==> src/rtl/apb_arbiter.sv <==
// Two-master APB arbiter: registers the winner's setup phase, runs one shared-bus transfer and
// returns a one-cycle response. Define APB_ARB_RR_EN for round-robin ties; default is m0-first priority.
module apb_arbiter #(
  parameter int ADDR_WIDTH = 32,
  parameter int DATA_WIDTH = 32,
  parameter int TIMEOUT    = 255
) (
  input  logic                  clk,
  input  logic                  rts,
  input  logic [ADDR_WIDTH-1:0] m0_paddr,
  input  logic [DATA_WIDTH-1:0] m0_pdata,
  input  logic                  m0_psel,
  input  logic                  m0_penable,
  input  logic                  m0_pwrite,
  input  logic [3:0]            m0_pstb,
  output logic [DATA_WIDTH-1:0] m0_prdata,
  output logic                  m0_pready,
  output logic                  m0_perr,
  input  logic [ADDR_WIDTH-1:0] m1_paddr,
  input  logic [DATA_WIDTH-1:0] m1_pdata,
  input  logic                  m1_psel,
  input  logic                  m1_penable,
  input  logic                  m1_pwrite,
  input  logic [3:0]            m1_pstb,
  output logic [DATA_WIDTH-1:0] m1_prdata,
  output logic                  m1_pready,
  output logic                  m1_perr,
  output logic [ADDR_WIDTH-1:0] s_paddr,
  output logic [DATA_WIDTH-1:0] s_pdata,
  output logic                  s_psel,
  output logic                  s_penable,
  output logic                  s_pwrite,
  output logic [3:0]            s_pstb,
  input  logic [DATA_WIDTH-1:0] s_prdata,
  input  logic                  s_pready,
  input  logic                  s_perr,
  output logic                  grant
);

  localparam int WD_W = (TIMEOUT > 0) ? $clog2(TIMEOUT + 1) : 1;
  localparam logic [WD_W-1:0] WD_LAST = WD_W'((TIMEOUT > 0) ? TIMEOUT - 1 : 0);
  localparam logic [WD_W-1:0] WD_MAX  = WD_W'(TIMEOUT);

  typedef enum logic [1:0] {IDLE, SETUP, ACCESS, DONE} state_t;

  state_t                r_state;
  logic [WD_W-1:0]       r_wd;
  logic [ADDR_WIDTH-1:0] r_s_paddr;
  logic [DATA_WIDTH-1:0] r_s_pdata;
  logic                  r_s_psel;
  logic                  r_s_penable;
  logic                  r_s_pwrite;
  logic [3:0]            r_s_pstb;
  logic                  r_grant;
  logic [DATA_WIDTH-1:0] r_m0_prdata;
  logic                  r_m0_pready;
  logic                  r_m0_perr;
  logic [DATA_WIDTH-1:0] r_m1_prdata;
  logic                  r_m1_pready;
  logic                  r_m1_perr;

  logic                  w_req;
  logic                  w_win;
  logic                  w_timeout;
  logic                  w_finish;
  logic                  w_err;
  logic [DATA_WIDTH-1:0] w_rdata;
  logic                  w_unused;

  // Master enables are accepted on the port but sequencing comes from psel alone.
  assign w_unused = m0_penable ^ m1_penable;
  assign w_req    = m0_psel | m1_psel;

`ifdef APB_ARB_RR_EN
  logic r_prio;  // master favoured on a tie: the one not granted last
  assign w_win = (m0_psel && m1_psel) ? r_prio : m1_psel;
`else
  assign w_win = ~m0_psel;
`endif

  always_comb begin
    // NOTE: every signal gets a default first so no path leaves it unassigned (no latch).
    w_timeout = 1'b0;
    if (TIMEOUT != 0) w_timeout = (r_wd == WD_LAST);
    w_finish = s_pready | w_timeout;
    w_rdata  = s_pready ? s_prdata : '0;
    w_err    = s_pready ? s_perr : 1'b1;
  end

  // NOTE: sequential state uses non-blocking assignments so every register sees pre-edge values.
  always_ff @(posedge clk or posedge rts) begin
    if (rts) begin
      r_state     <= IDLE;
      r_wd        <= '0;
      r_s_paddr   <= '0;
      r_s_pdata   <= '0;
      r_s_psel    <= 1'b0;
      r_s_penable <= 1'b0;
      r_s_pwrite  <= 1'b0;
      r_s_pstb    <= '0;
      r_grant     <= 1'b0;
      r_m0_prdata <= '0;
      r_m0_pready <= 1'b0;
      r_m0_perr   <= 1'b0;
      r_m1_prdata <= '0;
      r_m1_pready <= 1'b0;
      r_m1_perr   <= 1'b0;
`ifdef APB_ARB_RR_EN
      r_prio      <= 1'b0;
`endif
    end else begin
      case (r_state)
        IDLE: begin
          if (w_req) begin
            r_grant    <= w_win;
            r_s_paddr  <= w_win ? m1_paddr  : m0_paddr;
            r_s_pdata  <= w_win ? m1_pdata  : m0_pdata;
            r_s_pwrite <= w_win ? m1_pwrite : m0_pwrite;
            r_s_pstb   <= w_win ? m1_pstb   : m0_pstb;
            r_s_psel   <= 1'b1;
            r_wd       <= '0;
`ifdef APB_ARB_RR_EN
            r_prio     <= ~w_win;
`endif
            r_state    <= SETUP;
          end
        end
        SETUP: begin
          r_s_penable <= 1'b1;
          r_state     <= ACCESS;
        end
        ACCESS: begin
          if (w_finish) begin
            r_s_psel    <= 1'b0;
            r_s_penable <= 1'b0;
            if (r_grant) begin
              r_m1_pready <= 1'b1;
              r_m1_perr   <= w_err;
              r_m1_prdata <= w_rdata;
            end else begin
              r_m0_pready <= 1'b1;
              r_m0_perr   <= w_err;
              r_m0_prdata <= w_rdata;
            end
            r_state <= DONE;
          end else if (r_wd != WD_MAX) begin
            r_wd <= r_wd + 1'b1;
          end
        end
        DONE: begin
          r_m0_pready <= 1'b0;
          r_m0_perr   <= 1'b0;
          r_m1_pready <= 1'b0;
          r_m1_perr   <= 1'b0;
          r_state     <= IDLE;
        end
        default: r_state <= IDLE;
      endcase
    end
  end

  assign s_paddr   = r_s_paddr;
  assign s_pdata   = r_s_pdata;
  assign s_psel    = r_s_psel;
  assign s_penable = r_s_penable;
  assign s_pwrite  = r_s_pwrite;
  assign s_pstb    = r_s_pstb;
  assign grant     = r_grant;
  assign m0_prdata = r_m0_prdata;
  assign m0_pready = r_m0_pready;
  assign m0_perr   = r_m0_perr;
  assign m1_prdata = r_m1_prdata;
  assign m1_pready = r_m1_pready;
  assign m1_perr   = r_m1_perr;

endmodule
==> config.mk <==
export PLATFORM = sky130hd
export DESIGN_NAME = apb_arbiter
export DESIGN_NICKNAME = d
export VERILOG_FILES = /design/src/rtl/apb_arbiter.sv
export SDC_FILE = /design/constraint.sdc
export NUM_CORES = 1
export LEC_CHECK = 0
export ABC_AREA = 0
export ABC_CLOCK_PERIOD_IN_PS = 11400
export CORE_AREA = 2 2 125 127
export CTS_BUF_LIST = sky130_fd_sc_hd__clkbuf_16
export DETAILED_ROUTE_END_ITERATION = 16
export DIE_AREA = 0 0 127 129
export DONT_BUFFER_PORTS = 1
export PLACE_DENSITY = 0.67
export SKIP_LAST_GASP = 1
export SLEW_MARGIN = 40
export SYNTH_ARGS = -nofsm -noshare
export SYNTH_HDL_FRONTEND = slang
export SYNTH_SLANG_ARGS = --single-unit
==> constraint.sdc <==
create_clock -name clk -period 11.4 [get_ports clk]
set_input_delay 2.28 -clock clk [delete_from_list [all_inputs] [get_ports clk]]
set_output_delay 2.28 -clock clk [all_outputs]
set_load 0.02 [all_outputs]
==> summary.txt <==
Worst setup path
  – CP startpoint kind: flop
  – Worst setup EP type: primary output
  – CP max FO: 7
  – Crit path kind: flop to primary output
  – Worst EP required: 9.12 ns
  – Worst path arrival time: 1.03 ns

Cells and area
  – Diode count: 0
  – Most common cell after layout, fill and taps aside: dfrtp_1
  – # fillers: 1356
  – Layout cell share with drive strength beyond 1: 8.42%
  – Area Overhead vs Synth: 10.9%
  – Most frequent cells in the layout: 150 x dfrtp_1, 79 x nand2_1, 79 x o21ai_0, 74 x mux2i_1, 64 x a32o_1
  – Net count, final: 729
  – Final Core Density: 48.4%

Pwr
  – Leak pwr: 3.26 nW
  – Pwr dens: 314 nW/µm²
  – Comb power frac: 20.1%
  – Sequential share of power: 55.2%
  – Worst vdd ir: 0.000139 V
  – Sw frac: 43.1%
  – Psw: 0.980 mW
  – Design internal power: 1.30 mW
  – Clock power share: 24.7%
  – Overall power: 2.28 mW

Logic synthesis
  – Xor and xnor area share after synthesis: 0%
  – Ys Warns: 0
  – Seq/Total Area, Yosys: 57.4%
  – Synth Cell Area: 6540 µm²
  – Largest family of logic cells by synthesized area: compound AO/OA/AOI/OAI gates
  – Syn_nets: 749
  – Adder-Cell Fraction of Synth Area: 1.15%
  – Synth top area share: 57.4%
  – Multiplexer share of the synthesized area: 11.3%
  – Post-synth top area cell: dfrtp_1
  – Synth Area in Simple Gates: 7.79%
  – Flops & latches, synth: 150
  – Mean Syn Cell Area: 11.6 µm²
  – Synth Instances: 565
  – Area contributors post-synth: dfrtp_1 57%, mux2i_1 11%, a32o_1 9.8%
  – Complex-gate fraction of the synthesized area: 18.8%
  – Post-synthesis cell type count: 43

Global route
  – Total grt overflow: 0
  – Total track usage: 19.6%
  – Vias in the first global route: 4485
  – Largest net degree at the start of global routing: 141
  – First-pass GRT wire length: 24.4 mm
  – Antenna violations before repair: 0

Flow run
  – Max-Cap Viols: 0

Clock network
  – CTS Buffer Depth: 2
  – CTS resizes: 0
  – Clock Sinks: 150
  – CTS tree: yes
  – Hold-fix buffers at CTS: 0
  – CTS Buf Count: 17
  – Clock Latency Late Sink: 0.42 ns
  – Post-CTS setup buffer count: 0
  – Clk root buf: clkbuf_16
  – Register clock-pin slew on the reported worst setup and hold paths: 0.06 ns
  – Max H-tree Level: 4

Timing
  – Setup TNS: 0 ns
  – Min Tclk post-route: 3.31 ns
  – Highest clock rate: 302 MHz
  – Skew final: 0.0115 ns
  – Pins over their slew limit: 0
  – Max_slew headroom: 52.0%
  – Final setup violating endpoints: 0
  – Hold Vio Cnt, Final: 0
  – Slew @ Worst Pin: 0.720 ns
  – Fin crit share: 29.1%
  – RSZ-0062 raised after global routing: no

Detailed routing
  – Antenna viol nets, final: 0
  – Post-route DRC: 0
  – Vias: 4537
  – Drt pass-1 iters: 4
  – Avg Vias per Cell: 6.08
  – Starting DRT DRC Count: 213
  – Drt total wl: 16.5 mm
  – WL per Instance: 22.1 µm

Floorplanning
  – Starting Density: 43.7%
  – Area of the die: 16400 µm²
  – Site row count: 45
  – Core Region: 15000 µm²
  – Die Y: 129 µm
  – Die W: 127 µm
  – Ports: 318

Min path
  – Hold Path Class: flop to flop

Run status
  – Status: finished, final reports clean

Place
  – DP HPWL: 11.7 mm
  – Port bufs: 0
  – Final Wtd Congestion: 0.821
-- layout make-up --
cell class | instances | area, µm² | area share [%]
sequential | 150 | 3750 | 51.8
multi-input combinational | 359 | 2560 | 35.4
timing repair buffer | 6 | 55.1 | 0.759
clock inverter | 15 | 169 | 2.33
tap | 188 | 235 | 3.24
clock buffer | 17 | 425 | 5.87
inverter | 11 | 46.3 | 0.639
-- final timing paths --
check | cells after the start | from | slack [ns] | endpoint
max in group asynchronous | 2 | rts | 8.41 | m1_prdata[3]
min | 1 | r_state[0] | 0.55 | r_state[0]
max | 0 | grant | 8.09 | grant
max reg2reg | 7 | r_state[0] | 8.97 | m0_prdata[19]
min in group asynchronous | 1 | rts | 1.81 | s_pstb[1]
min reg2reg | 1 | r_state[0] | 0.55 | r_state[0]
-- stage by stage --
stage	instances	setup slack [ns]	hold WS, ns	cell area [µm²]
final	746	8.09	0.548	7250
after global routing	746	8.01	0.572	7250
after CTS	746	8.05	0.552	7250
after detailed placement	714	7.81	0.537	6650
after global placement	714	7.65	0.511	6650
after floorplan	565	5.08	0.500	6540
-- synth_stat cells (all sizes together) --
library cell and count:
inv 10, a21oi 3, clkbuf 29, o21bai 2, or4 3, mux2i 74
and2b 1, clkinv 1, nor2 9, o32ai 1, a211o 1, nor3b 1
o211ai 1, nand2b 4, ha 6, o32a 1, nand3 8, o21ai 80
o2111a 1, a21o 1, o31a 1, nor4 1, a31oi 1, nand2 79
o31ai 1, a32oi 2, nand3b 1, buf 16, nand4 1, o311ai 1
a32o 64, and3 2, dfrtp 150, or3 2, nor4b 1, o221ai 2
a211oi 2, o21a 1
-- flip-flops by register name, summed over array words and instances (netlist names), 2 cells and up --
| signal | cells |
|---|---|
| m0_prdata | 32 |
| m1_prdata | 32 |
| s_paddr | 32 |
| s_pdata | 32 |
| r_wd | 8 |
| s_pstb | 4 |
| r_state | 2 |
-- power by group through the flow --
stage          combinational (mW)  clock, mW  sequential (mW)
6_report                    0.459      0.562             1.26
4_1_cts                     0.468      0.577             1.26
3_3_place_gp                0.436          0             1.26
3_5_place_dp                0.468          0             1.27
2_1_floorplan               0.394          0             1.19
5_1_grt                     0.534      0.599             1.28
-- metal layers --
layer | global-route usage (%) | vias up | share of wire [%]
li1 | - | 2048 | -
met2 | 34.5 | 230 | 53
met1 | 22.4 | 2237 | 37
met4 | 7.50 | 0 | 1.9
met3 | 6.28 | 22 | 8.0
met5 | 0 | - | 0
-- cell families (layout without fill, tap and decap cells) --
logic type | count (synthesis) | in the layout
muxes | 74 | 74
and+or+nand+nor | 113 | 113
DFF | 150 | 150
AOI/OAI and AO/OA | 166 | 166
adders and majority gates | 6 | 6
buffers and inverters | 56 | 49
No activity file was read; power rests on OpenSTA's default activity.
